**src/rtl/fifo_wr_arbiter_pkg.sv**
```systemverilog
// Shared definitions for the FIFO write-port arbiter.
//   state_t : arbiter FSM encoding (IDLE, GRANT)
//   clog2   : ceiling log2, minimum 1, used for index and counter widths
package fifo_wr_arbiter_pkg;

  typedef enum logic {
    IDLE  = 1'b0,
    GRANT = 1'b1
  } state_t;

  // Never returns 0 so a 1-requester or 1-deep counter still gets a real bit.
  function automatic int clog2(input int n);
    int r;
    r = 0;
    for (int i = 0; i < 31; i++) begin
      if ((1 << i) < n) r = i + 1;
    end
    return (r < 1) ? 1 : r;
  endfunction

endpackage

```
**src/rtl/fifo_wr_arbiter_rr_pick.sv**
```systemverilog
// Combinational round-robin picker.
//   req        : request vector, one bit per requester
//   last_grant : index that was served most recently
//   winner     : first set request searching from last_grant+1 upward, modulo N_REQ
//   any_req    : high when at least one request is set
module rr_pick
  import fifo_wr_arbiter_pkg::*;
#(
  parameter int N_REQ = 4,
  parameter int IW    = clog2(N_REQ)
) (
  input  logic [N_REQ-1:0] req,
  input  logic [IW-1:0]    last_grant,
  output logic [IW-1:0]    winner,
  output logic             any_req
);

  logic [IW-1:0] cand [N_REQ];
  logic [IW:0]   sum  [N_REQ];
  logic [N_REQ-1:0] hit;

  // cand[k] is the requester examined k+1 places after last_grant. The sum
  // is at most 2*N_REQ-1, so one conditional subtract is a full modulo and
  // stays correct for non-power-of-two N_REQ.
  genvar gi;
  generate
    for (gi = 0; gi < N_REQ; gi++) begin : g_cand
      assign sum[gi]  = {1'b0, last_grant} + (IW+1)'(gi + 1);
      assign cand[gi] = (sum[gi] >= (IW+1)'(N_REQ)) ? IW'(sum[gi] - (IW+1)'(N_REQ))
                                                     : sum[gi][IW-1:0];
      assign hit[gi]  = req[cand[gi]];
    end
  endgenerate

  // Walk from the farthest candidate to the nearest so the nearest hit wins.
  always_comb begin
    winner  = '0;
    any_req = |hit;
    for (int k = N_REQ - 1; k >= 0; k--) begin
      if (hit[k]) winner = cand[k];
    end
  end

endmodule

```
**src/rtl/fifo_wr_arbiter.sv**
```systemverilog
// Round-robin arbiter sharing one FIFO write port among N_REQ requesters.
//   clk_wr     : write-domain clock
//   rst        : asynchronous active-low reset
//   req_valid  : per-requester beat valid
//   req_data   : packed beats, requester i at [i*DATA_WIDTH +: DATA_WIDTH]
//   req_last   : per-requester last beat of packet
//   req_ready  : per-requester beat accepted this cycle
//   fifo_full  : FIFO full flag
//   fifo_en_wr : FIFO write enable
//   fifo_din   : FIFO write data
//   grant_id   : currently granted requester
//   busy       : high while a requester holds the grant
// A grant is held until the requester's last beat or MAX_BURST accepted
// beats, whichever comes first; IDLE costs one arbitration cycle.
module fifo_wr_arbiter
  import fifo_wr_arbiter_pkg::*;
#(
  parameter int N_REQ      = 4,
  parameter int DATA_WIDTH = 8,
  parameter int MAX_BURST  = 16
) (
  input  logic                        clk_wr,
  input  logic                        rst,
  input  logic [N_REQ-1:0]            req_valid,
  input  logic [N_REQ*DATA_WIDTH-1:0] req_data,
  input  logic [N_REQ-1:0]            req_last,
  output logic [N_REQ-1:0]            req_ready,
  input  logic                        fifo_full,
  output logic                        fifo_en_wr,
  output logic [DATA_WIDTH-1:0]       fifo_din,
  output logic [clog2(N_REQ)-1:0]     grant_id,
  output logic                        busy
);

  localparam int GW = clog2(N_REQ);
  localparam int CW = clog2(MAX_BURST + 1);

  state_t        state_reg, state_next;
  logic [GW-1:0] grant_reg, grant_next;
  logic [GW-1:0] last_reg,  last_next;
  logic [CW-1:0] cnt_reg,   cnt_next;

  logic [GW-1:0]         winner;
  logic                  any_req;
  logic                  sel_valid;
  logic                  sel_last;
  logic [DATA_WIDTH-1:0] sel_data;
  logic                  accept;
  logic                  burst_end;

  rr_pick #(
    .N_REQ (N_REQ),
    .IW    (GW)
  ) u_rr_pick (
    .req        (req_valid),
    .last_grant (last_reg),
    .winner     (winner),
    .any_req    (any_req)
  );

  assign sel_valid = req_valid[grant_reg];
  assign sel_last  = req_last[grant_reg];
  assign sel_data  = req_data[grant_reg*DATA_WIDTH +: DATA_WIDTH];

  assign busy       = (state_reg == GRANT);
  assign accept     = busy & sel_valid & ~fifo_full;
  assign fifo_en_wr = accept;
  assign fifo_din   = accept ? sel_data : '0;
  assign grant_id   = grant_reg;

  // Ready is offered to the grant holder whenever the FIFO has room,
  // independent of its own valid.
  genvar gi;
  generate
    for (gi = 0; gi < N_REQ; gi++) begin : g_ready
      assign req_ready[gi] = busy & ~fifo_full & (grant_reg == GW'(gi));
    end
  endgenerate

  // This beat is the MAX_BURST-th of the grant.
  assign burst_end = (cnt_reg == CW'(MAX_BURST - 1));

  always_ff @(posedge clk_wr or negedge rst) begin
    if (!rst) begin
      state_reg <= IDLE;
      grant_reg <= '0;
      last_reg  <= GW'(N_REQ - 1);
      cnt_reg   <= '0;
    end else begin
      state_reg <= state_next;
      grant_reg <= grant_next;
      last_reg  <= last_next;
      cnt_reg   <= cnt_next;
    end
  end

  always_comb begin
    state_next = state_reg;
    grant_next = grant_reg;
    last_next  = last_reg;
    cnt_next   = cnt_reg;
    case (state_reg)
      IDLE: begin
        if (any_req) begin
          state_next = GRANT;
          grant_next = winner;
          cnt_next   = '0;
        end
      end
      GRANT: begin
        if (accept) begin
          if (sel_last || burst_end) begin
            state_next = IDLE;
            last_next  = grant_reg;
            cnt_next   = '0;
          end else begin
            cnt_next = cnt_reg + CW'(1);
          end
        end
      end
      default: state_next = IDLE;
    endcase
  end

endmodule
```
**config.mk**
```make
export PLATFORM = sky130hd
export DESIGN_NAME = fifo_wr_arbiter
export DESIGN_NICKNAME = d
export VERILOG_FILES = /design/src/rtl/fifo_wr_arbiter_pkg.sv /design/src/rtl/fifo_wr_arbiter_rr_pick.sv /design/src/rtl/fifo_wr_arbiter.sv
export SDC_FILE = /design/constraint.sdc
export NUM_CORES = 1
export LEC_CHECK = 0
export CAP_MARGIN = 20
export CORE_MARGIN = 2
export CORE_UTILIZATION = 36
export DETAILED_ROUTE_END_ITERATION = 10
export PLACE_DENSITY_LB_ADDON = 0.15
export SLEW_MARGIN = 20
export SYNTH_ARGS = -nofsm -noshare
export SYNTH_HDL_FRONTEND = slang
export SYNTH_SLANG_ARGS = --single-unit
```
**constraint.sdc**
```tcl
create_clock -name clk_wr -period 1.96 [get_ports clk_wr]
set_input_delay 0.49 -clock clk_wr [delete_from_list [all_inputs] [get_ports clk_wr]]
set_output_delay 0.49 -clock clk_wr [all_outputs]
set_load 0.01 [all_outputs]
```
==> results.json <==
{
  "clkLatencyLatePin_ns": 0.26,
  "finalClockSkew_ns": 0.007961,
  "layout.nets": 217,
  "grt_usage": 0.2355,
  "synthToLayoutAreaGrowth_pct": 103.6,
  "synthFlopType": "dfrtp_1",
  "vdd_drop_max_uv": 859.8,
  "fin_hold_ws_ns": 0.5042,
  "fin_crit_sh": 1.122,
  "drc": 0,
  "min_period_ns": 2.200,
  "postSynthAreaPerCell_um2": 10.43,
  "worstPathArrival_ns": 1.71,
  "holdPathStages": 2,
  "synthDistinctLibCells": 32,
  "path_clk_slew_ns": 0.07,
  "cts_buffer_depth": 2,
  "htreeDepth": 1,
  "synthArstFlopShare": 1.000,
  "max_freq_mhz": 454.6,
  "synth_nets": 132,
  "p_leak_nw": 0.8187,
  "io_pins": 59,
  "syn_area_um2": 907.1,
  "setup_violations": 9,
  "fp.dieW_um": 54.20,
  "layout-drive-gt1-share": 0.4327,
  "grt_pass1_wl_mm": 4.885,
  "firstDrtPassIters": 4,
  "overflow": 0,
  "hold_viol_final": 0,
  "antenna_left": 0,
  "dp_hpwl_mm": 2.442,
  "rows": 18,
  "rsz0062_at_grt": "yes",
  "finalMaxSlewViolations": 0,
  "routedWlPerCell_um": 18.01,
  "grt_max_degree": 11,
  "syn_inst": 87,
  "cts_tree": "built",
  "worstRegToRegCells": 7,
  "worst_pin_slew_ns": 0.4468,
  "yosysWarnings": 0,
  "start_kind": "input port",
  "initial_utilization": 0.3729,
  "p_total_mw": 2.065,
  "end_kind": "output port",
  "largest_reg_flops": 5,
  "antenna_found_initial": 0,
  "vias": 1094,
  "totalWireLength_mm": 3.621,
  "seqPwrFrac": 0.191,
  "pre_cts_slack_ns": -0.7326,
  "path_class": "input port to output port",
  "ys_seq_area_frac": 0.2786,
  "relSlewSlack": 0.7012,
  "p_sw_frac": 0.3577,
  "internal-power_mw": 1.327,
  "drv_cap": 0,
  "synth_edf_count": 0,
  "gp_congestion": 0.7829,
  "die_area_um2": 2937,
  "io_buffers": 58,
  "antennaDiodeCount": 0,
  "failed_checks": "setup timing",
  "grt_pass1_vias": 1011,
  "ys_ff_latch": 10,
  "cts_sinks": 10,
  "via_per_inst": 5.443,
  "die_h_um": 54.20,
  "power_density_nw_per_um2": 1118,
  "layout_setup_ws_ns": -0.2398,
  "comb_power_share": 0.722,
  "core_area_um2": 2432,
  "dr.first_iter.drc_count": 11,
  "min_path_type": "register to register",
  "dp_cells": 186,
  "status": "finished, violations left",
  "ctsHoldBuffers": 0,
  "crit_fanout": 3,
  "pwr-share-clk": 0.087,
  "p_sw_mw": 0.7388,
  "cts_buffers": 3,
  "fin_util": 0.7593,
  "final_cells": 201,
  "root_buffer": "clkbuf_4",
  "cp.required_ns": 1.47
}
## cells by family (layout without fill, tap and decap cells)
kind of cell,after synthesis,count (layout),share of synthesized area
AO/OA/AOI/OAI,15,15,0.1048
buffers and inverters,12,95,0.05930
adder cells (fa/ha/maj),2,2,0.02758
flip-flops,10,10,0.2786
AND/OR/NAND/NOR,35,35,0.2372
multiplexers,13,14,0.2924
## routing by layer
metal  track usage  vias up  wire (um)
met4       0.08750        0         17
met3       0.06944        4        410
met1        0.2613      525       1320
met2        0.4197       58       1873
li1              -      507          -
met5             0        -          0
## Yosys cell counts, drive strengths merged (2+ instances only)
cell	instances	area [um^2]
nor2b	2	12.51
o21ai	6	30.03
mux4	10	225.2
nand3	6	30.03
nor2	3	21.27
dfrtp	8	200.2
clkbuf	4	15.01
buf	2	16.26
and3	10	62.56
a21oi	3	15.01
nand2	5	26.27
nand2b	3	18.77
dfstp	2	52.55
mux2	2	30.03
ha	2	25.02
nor4	2	12.51
inv	6	22.52
## worst max-delay path: stages
cell and delay (ns):
dlygate4sd2_1 0.27, mux4_2 0.53, buf_6 0.15, and3_4 0.16, buf_6 0.11
## final cells by class
| cell class | instances | area (um^2) |
|---|---|---|
| repair buffers | 85 | 827.0 |
| multi-input cells | 66 | 669.4 |
| fillers | 176 | 585.6 |
| flip-flops and latches | 10 | 254.0 |
| well taps | 30 | 37.54 |
| clock buffers | 4 | 36.28 |
| inverters | 6 | 22.52 |
## cells in the final DEF (no fill, tap or decap), drive strengths merged, types with 3 or more instances in the layout
master / synthesis / routed
a21oi: 3 / 3
and3: 10 / 10
buf: 2 / 39
clkbuf: 4 / 5
clkdlybuf4s50: 0 / 39
dfrtp: 8 / 8
dlygate4sd2: 0 / 5
inv: 6 / 6
mux4: 10 / 11
nand2: 5 / 5
nand2b: 3 / 3
nand3: 6 / 6
nor2: 3 / 3
o21ai: 6 / 6
## stage by stage
step                      setup TNS [ns]  cell area (um^2)
after floorplan                        0             910.9
after global placement            -9.312              1634
after detailed placement          -9.749              1634
after CTS                         -1.929              1757
after global routing              -2.482              1847
final                             -1.890              1847
## path summary, 6_finish.rpt
kind                                          from                      end  slack, ns
max reg2reg                grant_id[0]$_DFFE_PN0P_   cnt_reg[3]$_DFFE_PN0P_       0.02
max                                   req_valid[3]              fifo_din[0]      -0.24
min in group asynchronous                      rst   cnt_reg[0]$_DFFE_PN0P_       0.54
min                         cnt_reg[4]$_DFFE_PN0P_   cnt_reg[4]$_DFFE_PN0P_       0.50
min reg2reg                 cnt_reg[4]$_DFFE_PN0P_   cnt_reg[4]$_DFFE_PN0P_       0.50
max in group asynchronous                      rst  last_reg[0]$_DFFE_PN1P_       1.09
## power groups by stage
stage | Combinational [mW] | Clock, mW | Sequential [mW]
final | 1.49 | 0.181 | 0.393
after global routing | 1.58 | 0.198 | 0.406
after CTS | 1.38 | 0.188 | 0.393
after detailed placement | 1.19 | 0 | 0.380
after global placement | 1.16 | 0 | 0.372
after floorplan | 0.673 | 0 | 0.368
## timing repair
item | 4_1_cts | 5_1_grt
endpoints found under the setup margin | 13 | 19
pin swaps | 4 | 9
gates cloned | 2 | 1
resized for setup | 72 | 12
buffers inserted | 6 | 3
(Power assumes the default switching activity.)
